===== src/rtl/mux_pkg.sv =====
// rtl/mux_pkg.sv - shared mode encodings and default sizes for the arbitrated mux
package mux_pkg;

    localparam int   MUX_DEFAULT_WIDTH    = 4;
    localparam int   MUX_DEFAULT_CHANNELS = 8;

    localparam logic MUX_MODE_FIXED = 1'b0;
    localparam logic MUX_MODE_RR    = 1'b1;

endpackage


===== src/rtl/rr_arbiter.sv =====
// rtl/rr_arbiter.sv - combinational round-robin grant search starting at ptr
module rr_arbiter #(
    parameter  int CHANNELS = 8,
    localparam int SEL_W    = (CHANNELS > 1) ? $clog2(CHANNELS) : 1
) (
    input  logic [CHANNELS-1:0] req,
    input  logic [SEL_W-1:0]    ptr,
    input  logic                en,
    output logic [CHANNELS-1:0] grant,
    output logic [SEL_W-1:0]    grant_idx
);

    logic found;

    // Two ascending passes: channels at or above ptr win first, then the wrapped ones below it.
    always_comb begin
        grant     = '0;
        grant_idx = '0;
        found     = 1'b0;
        for (int k = 0; k < CHANNELS; k++) begin
            if (en && !found && (int'(ptr) <= k) && req[k]) begin
                found     = 1'b1;
                grant[k]  = 1'b1;
                grant_idx = SEL_W'(k);
            end
        end
        for (int k = 0; k < CHANNELS; k++) begin
            if (en && !found && (int'(ptr) > k) && req[k]) begin
                found     = 1'b1;
                grant[k]  = 1'b1;
                grant_idx = SEL_W'(k);
            end
        end
    end

endmodule


===== src/rtl/mux_rr_arb.sv =====
// rtl/mux_rr_arb.sv - fixed-select / round-robin channel mux with a one-beat output register
module mux_rr_arb
    import mux_pkg::*;
#(
    parameter  int WIDTH    = MUX_DEFAULT_WIDTH,
    parameter  int CHANNELS = MUX_DEFAULT_CHANNELS,
    localparam int SEL_W    = (CHANNELS > 1) ? $clog2(CHANNELS) : 1
) (
    input  logic                      clk,
    input  logic                      rst,
    input  logic [CHANNELS*WIDTH-1:0] in_data,
    input  logic [CHANNELS-1:0]       in_valid,
    output logic [CHANNELS-1:0]       in_ready,
    input  logic                      mode,
    input  logic [SEL_W-1:0]          sel,
    output logic [WIDTH-1:0]          out_data,
    output logic [SEL_W-1:0]          out_chan,
    output logic                      out_valid,
    input  logic                      out_ready
);

    logic                load_en;
    logic                rr_en;
    logic                any_grant;
    logic [CHANNELS-1:0] rr_grant;
    logic [CHANNELS-1:0] fixed_grant;
    logic [CHANNELS-1:0] grant;
    logic [SEL_W-1:0]    rr_idx;
    logic [SEL_W-1:0]    grant_idx;
    logic [SEL_W-1:0]    rr_ptr;
    logic [SEL_W-1:0]    ptr_next;
    logic [WIDTH-1:0]    grant_data;

    assign load_en = !out_valid || out_ready;
    assign rr_en   = !rst && load_en && (mode == MUX_MODE_RR);

    rr_arbiter #(
        .CHANNELS (CHANNELS)
    ) u_rr_arbiter (
        .req       (in_valid),
        .ptr       (rr_ptr),
        .en        (rr_en),
        .grant     (rr_grant),
        .grant_idx (rr_idx)
    );

    // An out-of-range sel matches no channel, so it can never grant.
    always_comb begin
        fixed_grant = '0;
        for (int k = 0; k < CHANNELS; k++) begin
            fixed_grant[k] = !rst && load_en && (mode == MUX_MODE_FIXED)
                             && (int'(sel) == k) && in_valid[k];
        end
    end

    assign grant     = rr_grant | fixed_grant;
    assign any_grant = |grant;
    assign grant_idx = (mode == MUX_MODE_RR) ? rr_idx : sel;
    assign in_ready  = grant;

    always_comb begin
        grant_data = '0;
        for (int k = 0; k < CHANNELS; k++) begin
            if (grant[k]) begin
                grant_data = grant_data | in_data[k*WIDTH +: WIDTH];
            end
        end
    end

    always_comb begin
        ptr_next = grant_idx + SEL_W'(1);
        if (int'(grant_idx) == CHANNELS - 1) begin
            ptr_next = '0;
        end
    end

    always_ff @(posedge clk or posedge rst) begin
        if (rst) begin
            out_valid <= 1'b0;
            out_data  <= '0;
            out_chan  <= '0;
            rr_ptr    <= '0;
        end else begin
            if (load_en) begin
                out_valid <= any_grant;
                if (any_grant) begin
                    out_data <= grant_data;
                    out_chan <= grant_idx;
                end
            end
            if (any_grant && (mode == MUX_MODE_RR)) begin
                rr_ptr <= ptr_next;
            end
        end
    end

endmodule


===== config.mk =====
export PLATFORM = sky130hd
export DESIGN_NAME = mux_rr_arb
export DESIGN_NICKNAME = d
export VERILOG_FILES = /design/src/rtl/mux_pkg.sv /design/src/rtl/rr_arbiter.sv /design/src/rtl/mux_rr_arb.sv
export SDC_FILE = /design/constraint.sdc
export NUM_CORES = 1
export LEC_CHECK = 0
export BUFFER_PORTS_ARGS = -buffer_cell sky130_fd_sc_hd__buf_4
export CORE_MARGIN = 5
export CORE_UTILIZATION = 52
export DETAILED_ROUTE_END_ITERATION = 10
export PLACE_DENSITY = 0.86
export SLEW_MARGIN = 20
export SYNTH_ARGS = -nofsm -noshare
export SYNTH_HDL_FRONTEND = slang
export SYNTH_SLANG_ARGS = --single-unit

===== constraint.sdc =====
create_clock -name clk -period 8.2 [get_ports clk]
set_clock_uncertainty 0.2 [all_clocks]
set_input_delay 1.64 -clock clk [delete_from_list [all_inputs] [get_ports clk]]
set_output_delay 1.64 -clock clk [all_outputs]
set_load 0.05 [all_outputs]

======== Yosys cells after proc, flatten, opt, wreduce, memory -nomap -nowiden ========
Cells that the tools add are included.
storage, ports and cells
  flip-flop bits (word level) ............. 11
  latch bits .............................. 0
  word-level logic and storage cells ...... 171
  memory bits (read-only) ................. 0
  output and inout port bits .............. 16
  input port bits ......................... 47
  memory bits (writable) .................. 0
  memories ................................ 0
cells by class
  bitwise gates (word level) .............. 9
  reductions and logical operators ........ 83
  add/sub/neg operators ................... 1
  multiply operators ...................... 0
  equality and inequality tests ........... 8
  div/mod/pow operators ................... 0
  shift-type cells ........................ 0
  multiplexer cells ....................... 52
  magnitude comparators ................... 14
operators with widths
  kind                                                  number
  logical AND 1 bit                                     63
  two-way mux 3 bit                                     13
  two-way mux 4 bit                                     8
  two-way mux 1 bit                                     29
  bitwise OR 4 bit                                      7
  zero test 1 bit                                       16
  equality test 3 bit (second input constant)           4
  > comparator 3 bit (second input constant)            3
  <= comparator 3 bit (second input constant)           3
  bitwise OR 8 bit                                      1
  OR reduction 8 bit                                    1
  equality test 3 x 1 -> 1 bit (second input constant)  2
  equality test 3 x 2 -> 1 bit (second input constant)  2
  > comparator 3 x 1 -> 1 bit (second input constant)   2
  > comparator 3 x 2 -> 1 bit (second input constant)   2
  <= comparator 3 x 1 -> 1 bit (second input constant)  2
  <= comparator 3 x 2 -> 1 bit (second input constant)  2
  two-way mux 2 bit                                     2
  adder 3 x 1 -> 3 bit (second input constant)          1
  zero test 3 bit                                       1
  AND reduction 2 bit                                   1
  logical OR 1 bit                                      1
  NOT 1 bit                                             1

======== Longest topological paths before layout ========
  word-level depth ........................ 92
  mapped depth ............................ 13
  gate-level depth less buffers ........... 11

======== By module ========
From an unflattened synthesis, not the netlist that was laid out.
second synthesis, totals
  cells, all modules ...................... 166
  area, all modules ....................... 1,425.1 sq um
by module, submodules not included
  module      seq. area each (sq um)  cells an instance  instances  area an instance (sq um)
  mux_rr_arb  275.3                   89                 1          938.4
  rr_arbiter  0.0                     77                 1          486.7

======== Least setup slack after synthesis ========
No wires, ideal clock.
  kind .................................... input port to output port
  start point ............................. in mode
  end point ............................... out in_ready[0]
  path slack .............................. 2,926 ps
  buffers on the path ..................... 1
  cell stages on the path ................. 5
  data required time ...................... 6,360 ps
  arrival ................................. 3,434 ps
  cell sequence ........................... clkbuf_1 -> nand2b_1 -> nor2_1 -> nand4_1 -> o22ai_1
on the way
  word-level cells in the longest chain between the ends .. 44
  elaborated cells between the ends (all ways) .. 48
  classes of those cells .................. mux (9); bitwise (2); reduce/logical (37)
ends and longest elaborated chain
  element                          RTL line          text
  start, declared                  mux_rr_arb.sv:14  input logic mode,
  logical AND 1 bit                mux_rr_arb.sv:35  assign rr_en = !rst && load_en && (mode == MUX_MODE_RR);
  logical AND 1 bit (2 in series)  rr_arbiter.sv:21  if (en && !found && (int'(ptr) <= k) && req[k]) begin
  two-way mux 1 bit                rr_arbiter.sv:21
  zero test 1 bit                  rr_arbiter.sv:21
  logical AND 1 bit (3 in series)  rr_arbiter.sv:21
  two-way mux 1 bit                rr_arbiter.sv:21
  zero test 1 bit                  rr_arbiter.sv:21
  logical AND 1 bit (3 in series)  rr_arbiter.sv:21
  [... 20 more ...]                -
  two-way mux 1 bit                rr_arbiter.sv:21
  zero test 1 bit                  rr_arbiter.sv:21
  logical AND 1 bit (2 in series)  rr_arbiter.sv:21
  two-way mux 1 bit                rr_arbiter.sv:21
  zero test 1 bit                  rr_arbiter.sv:28  if (en && !found && (int'(ptr) > k) && req[k]) begin
  logical AND 1 bit (3 in series)  rr_arbiter.sv:28
  two-way mux 1 bit                rr_arbiter.sv:28
  bitwise OR 8 bit *               mux_rr_arb.sv:56  assign grant = rr_grant | fixed_grant;
  end, declared                    mux_rr_arb.sv:13  output logic [CHANNELS-1:0] in_ready,
Every way passes the cells marked *; elsewhere a longest branch is shown, timed or not.

======== Final worst setup path ========
  start point ............................. in rst
  end point ............................... out in_ready[7]
on the way
  word-level cells in the longest chain between the ends .. 41
  elaborated cells between the ends (all ways) .. 44
  classes of those cells .................. mux (8); bitwise (1); reduce/logical (35)
ends and longest elaborated chain
  element                          RTL line                            text
  start, declared                  mux_rr_arb.sv:10                    input logic rst,
  zero test 1 bit (no line) *      -
  logical AND 1 bit *              mux_rr_arb.sv:35, mux_rr_arb.sv:51
  logical AND 1 bit                mux_rr_arb.sv:35
  logical AND 1 bit (2 in series)  rr_arbiter.sv:21
  two-way mux 1 bit                rr_arbiter.sv:21
  zero test 1 bit                  rr_arbiter.sv:21
  logical AND 1 bit (3 in series)  rr_arbiter.sv:21
  two-way mux 1 bit                rr_arbiter.sv:21
  [... 19 more ...]                -
  two-way mux 1 bit                rr_arbiter.sv:21
  zero test 1 bit                  rr_arbiter.sv:21
  logical AND 1 bit (3 in series)  rr_arbiter.sv:21
  two-way mux 1 bit                rr_arbiter.sv:21
  zero test 1 bit                  rr_arbiter.sv:21
  logical AND 1 bit (2 in series)  rr_arbiter.sv:21
  two-way mux 1 bit                rr_arbiter.sv:21
  bitwise OR 8 bit *               mux_rr_arb.sv:56
Marked as above.

==> impl_results.md <==
- # Max-Cap Violations: 0
- Clock Path Buffers: 2
- Startpoint types: input pin
- Die X: between 60 and 70 µm
- Share of the synthesized area in the top cell type: 0.1872
- Inserted Clock Buffers: 3
- Dominant synthesized flop cell: dfrtp_1
- I/O pin count: 63
- Final Cycle Share: 0.6595
- Synth area leader: dfrtp_1
- DRT Wirelength: roughly 5000 µm
- Max-slew headroom: 0.4036
- Global-route wire length before repair: slightly above 8000 µm
- GRT overflow: 0
- Pwr Total: approximately 500 µW
- CP Max Fanout: 12
- HPWL Detailed: between 4000 and 5000 µm
- Synth warn: 0
- Clock transition at path regs: 70 ps
- Via count: 1843
- CP endpoint kind: output port
- CTS H-tree lvls: 1
- Sequential area share after synthesis: 0.1872
- Final Max Slew Viols: 0
- Residual DRC: 0
- PostCTS Resize Cnt: 0
- Power per Cell Area: between 200 and 300 nW/µm²
- Critical path class: input pin to output port
- Core area: roughly 2700 µm²
- Die Y: 63.17 µm
- Tightest Pin Transition: 886.4 ps
- Ant diodes: 0
- RePlAce Congestion: 0.9327
- Initial Util: 0.5378
- Iteration count of the initial detailed-routing pass: 5
- Seq cells post-synth: 11
- Tmin final: 5407 ps
- Hold_buf cts: 0
- Clock Latency Late Sink: 280 ps
- Critical Path RT: 6360 ps
- Setup TNS Final: 0 ps
- Total global-route track usage: 0.2438
- Top cells by area, synth: dfrtp_1 19%, nand2_1 3.6%, nand3_1 3.4%, nand4_1 3.4%, nor3_1 3.4%
- Ys async rst share: 1.000
- Initial antenna violation count: 0
- Syn Area/Cell: 7.617 µm²
- Maximum VDD drop: 276.1 µV
- Num rows: 19
- Setup Buffers After CTS: 0
- Layout Area Growth over Synthesis: 32.25%
- Pin count of the biggest net entering global routing: 21
- HP Class: flop to flop
- TritonCTS clock tree: done
- EDFF count, synth: 0
- Status: completed
- Port bufs: 62
- Vias in the first global route: 1704
- Leak Pwr: 0.0008163 µW
- F_max: 0.1849 GHz
- Net count, final: 298
- Final-report setup violation count: 0
- Arrival time worst endpoint: approximately 3600 ps
- Num Clock Sinks: 11
- Die ar.: 3990 µm²
- Endpoints failing hold: 0
- Vias per inst: about 6.6
- Share of cells above drive strength 1: 0.3105
- Synthesized cell area: 1470 µm²
- Routed wire per std cell: approximately 18 µm
- Routed Antenna Nets: 0
- Synth Net Count: 242
- Distinct cells, synth: 56
- DR iter-0 viols: 146
- RSZ-0062 raised after global routing: no
- CTS Root Cell: clkbuf_4
- Post-Synthesis Cells: 193
-- synthesized netlist by cell type (2+ instances only) --
cell type,n
a21boi_0,2
a21o_1,2
a21oi_1,6
a221oi_1,5
a222oi_1,4
a22o_1,4
a22oi_1,5
a31oi_1,7
a31oi_4,2
and2_1,4
and3_1,7
buf_2,3
clkbuf_1,6
dfrtp_1,11
ha_1,2
inv_1,7
mux2_2,2
nand2_1,14
nand2b_1,6
nand3_1,10
nand4_1,8
nor2_1,8
nor2b_1,6
nor3_1,10
nor4_1,4
o21a_1,5
o21ai_0,7
o21ai_1,2
o22ai_1,2
or2_1,2
or3b_2,2
or4_1,4
-- per-layer routing --
| layer | global-route usage | wire length, µm |
|---|---|---|
| met5 | 0 | 0 |
| met1 | 0.3250 | 2010 |
| met3 | 0.03197 | 402 |
| met4 | 0.08831 | 133 |
| met2 | 0.4000 | 2436 |
-- power by group --
group          switching [µW]  internal (µW)  total [µW]
Sequential               48.9           82.1         131
Combinational             210            126         336
Clock                    18.8           18.9        37.7
-- layout by cell type, fill, tap and decap left out, drive strengths merged, types with 2 or more instances in the layout --
cell     n
nand4b   2
a22o     4
inv      7
or2      4
nor2     8
o21ai   10
nand2   14
or3b     2
a21oi    6
nand4    8
a31oi    9
a22oi    5
nor3    10
o21a     5
dfrtp   11
ha       2
o22ai    2
and3     7
buf     62
nor2b    6
mux2     3
or4      4
nand2b   6
clkbuf   4
a21o     2
a21boi   2
a221oi   5
nand3   10
a222oi   4
and2     4
nor4     4
-- registers in the layout (all words and copies together), names as in the netlist --
register,flops
out_data,4
out_chan,3
rr_ptr,3
out_valid,1
-- final timing paths --
check	from	endpoint	slack, ps	cells after the start
max	rst	in_ready[7]	2790	6
min	out_chan[1]	out_chan[1]	310	1
max reg2reg	rr_ptr[2]	out_chan[1]	4610	7
min reg2reg	out_chan[1]	out_chan[1]	310	1
max in group asynchronous	rst	out_data[1]	6300	2
min in group asynchronous	rst	rr_ptr[0]	1200	2
-- cell families (layout without fill, tap and decap cells) --
kind of cell,Yosys count,after routing,share of synthesized area
AO/OA/AOI/OAI,66,66,0.3523
multiplexers,3,3,0.02553
flip-flops,11,11,0.1872
AND/OR/NAND/NOR,93,93,0.3617
adder cells (fa/ha/maj),2,2,0.01702
buffers and inverters,18,73,0.05617
-- metrics by stage --
stage               setup WS [ps]  hold WS (ps)  utilization  instances  instance area (µm²)
CTS                          2752         318.2       0.7112        279                 1944
global route                 2592         347.4       0.7112        279                 1944
floorplan                    2926         557.6            -        193                 1470
detailed placement           2767         299.8       0.7016        275                 1918
finish                       2793         312.1       0.7112        279                 1944
global placement             2853         302.1       0.7016        275                 1918
-- cell type report --
cell class	count	area (µm²)
inverter	7	26.28
timing repair buffer	62	465.4
tap	31	38.79
multi-input combinational	164	1112
sequential	11	275.3
clock buffer	4	26.28
fill	237	789.5
-- critical path: stages --
cell and delay, ps:
buf_4 130, inv_1 330, nand3_1 230, nor4_1 780, o21a_1 250, buf_4 200
(Power assumes the default switching activity.)
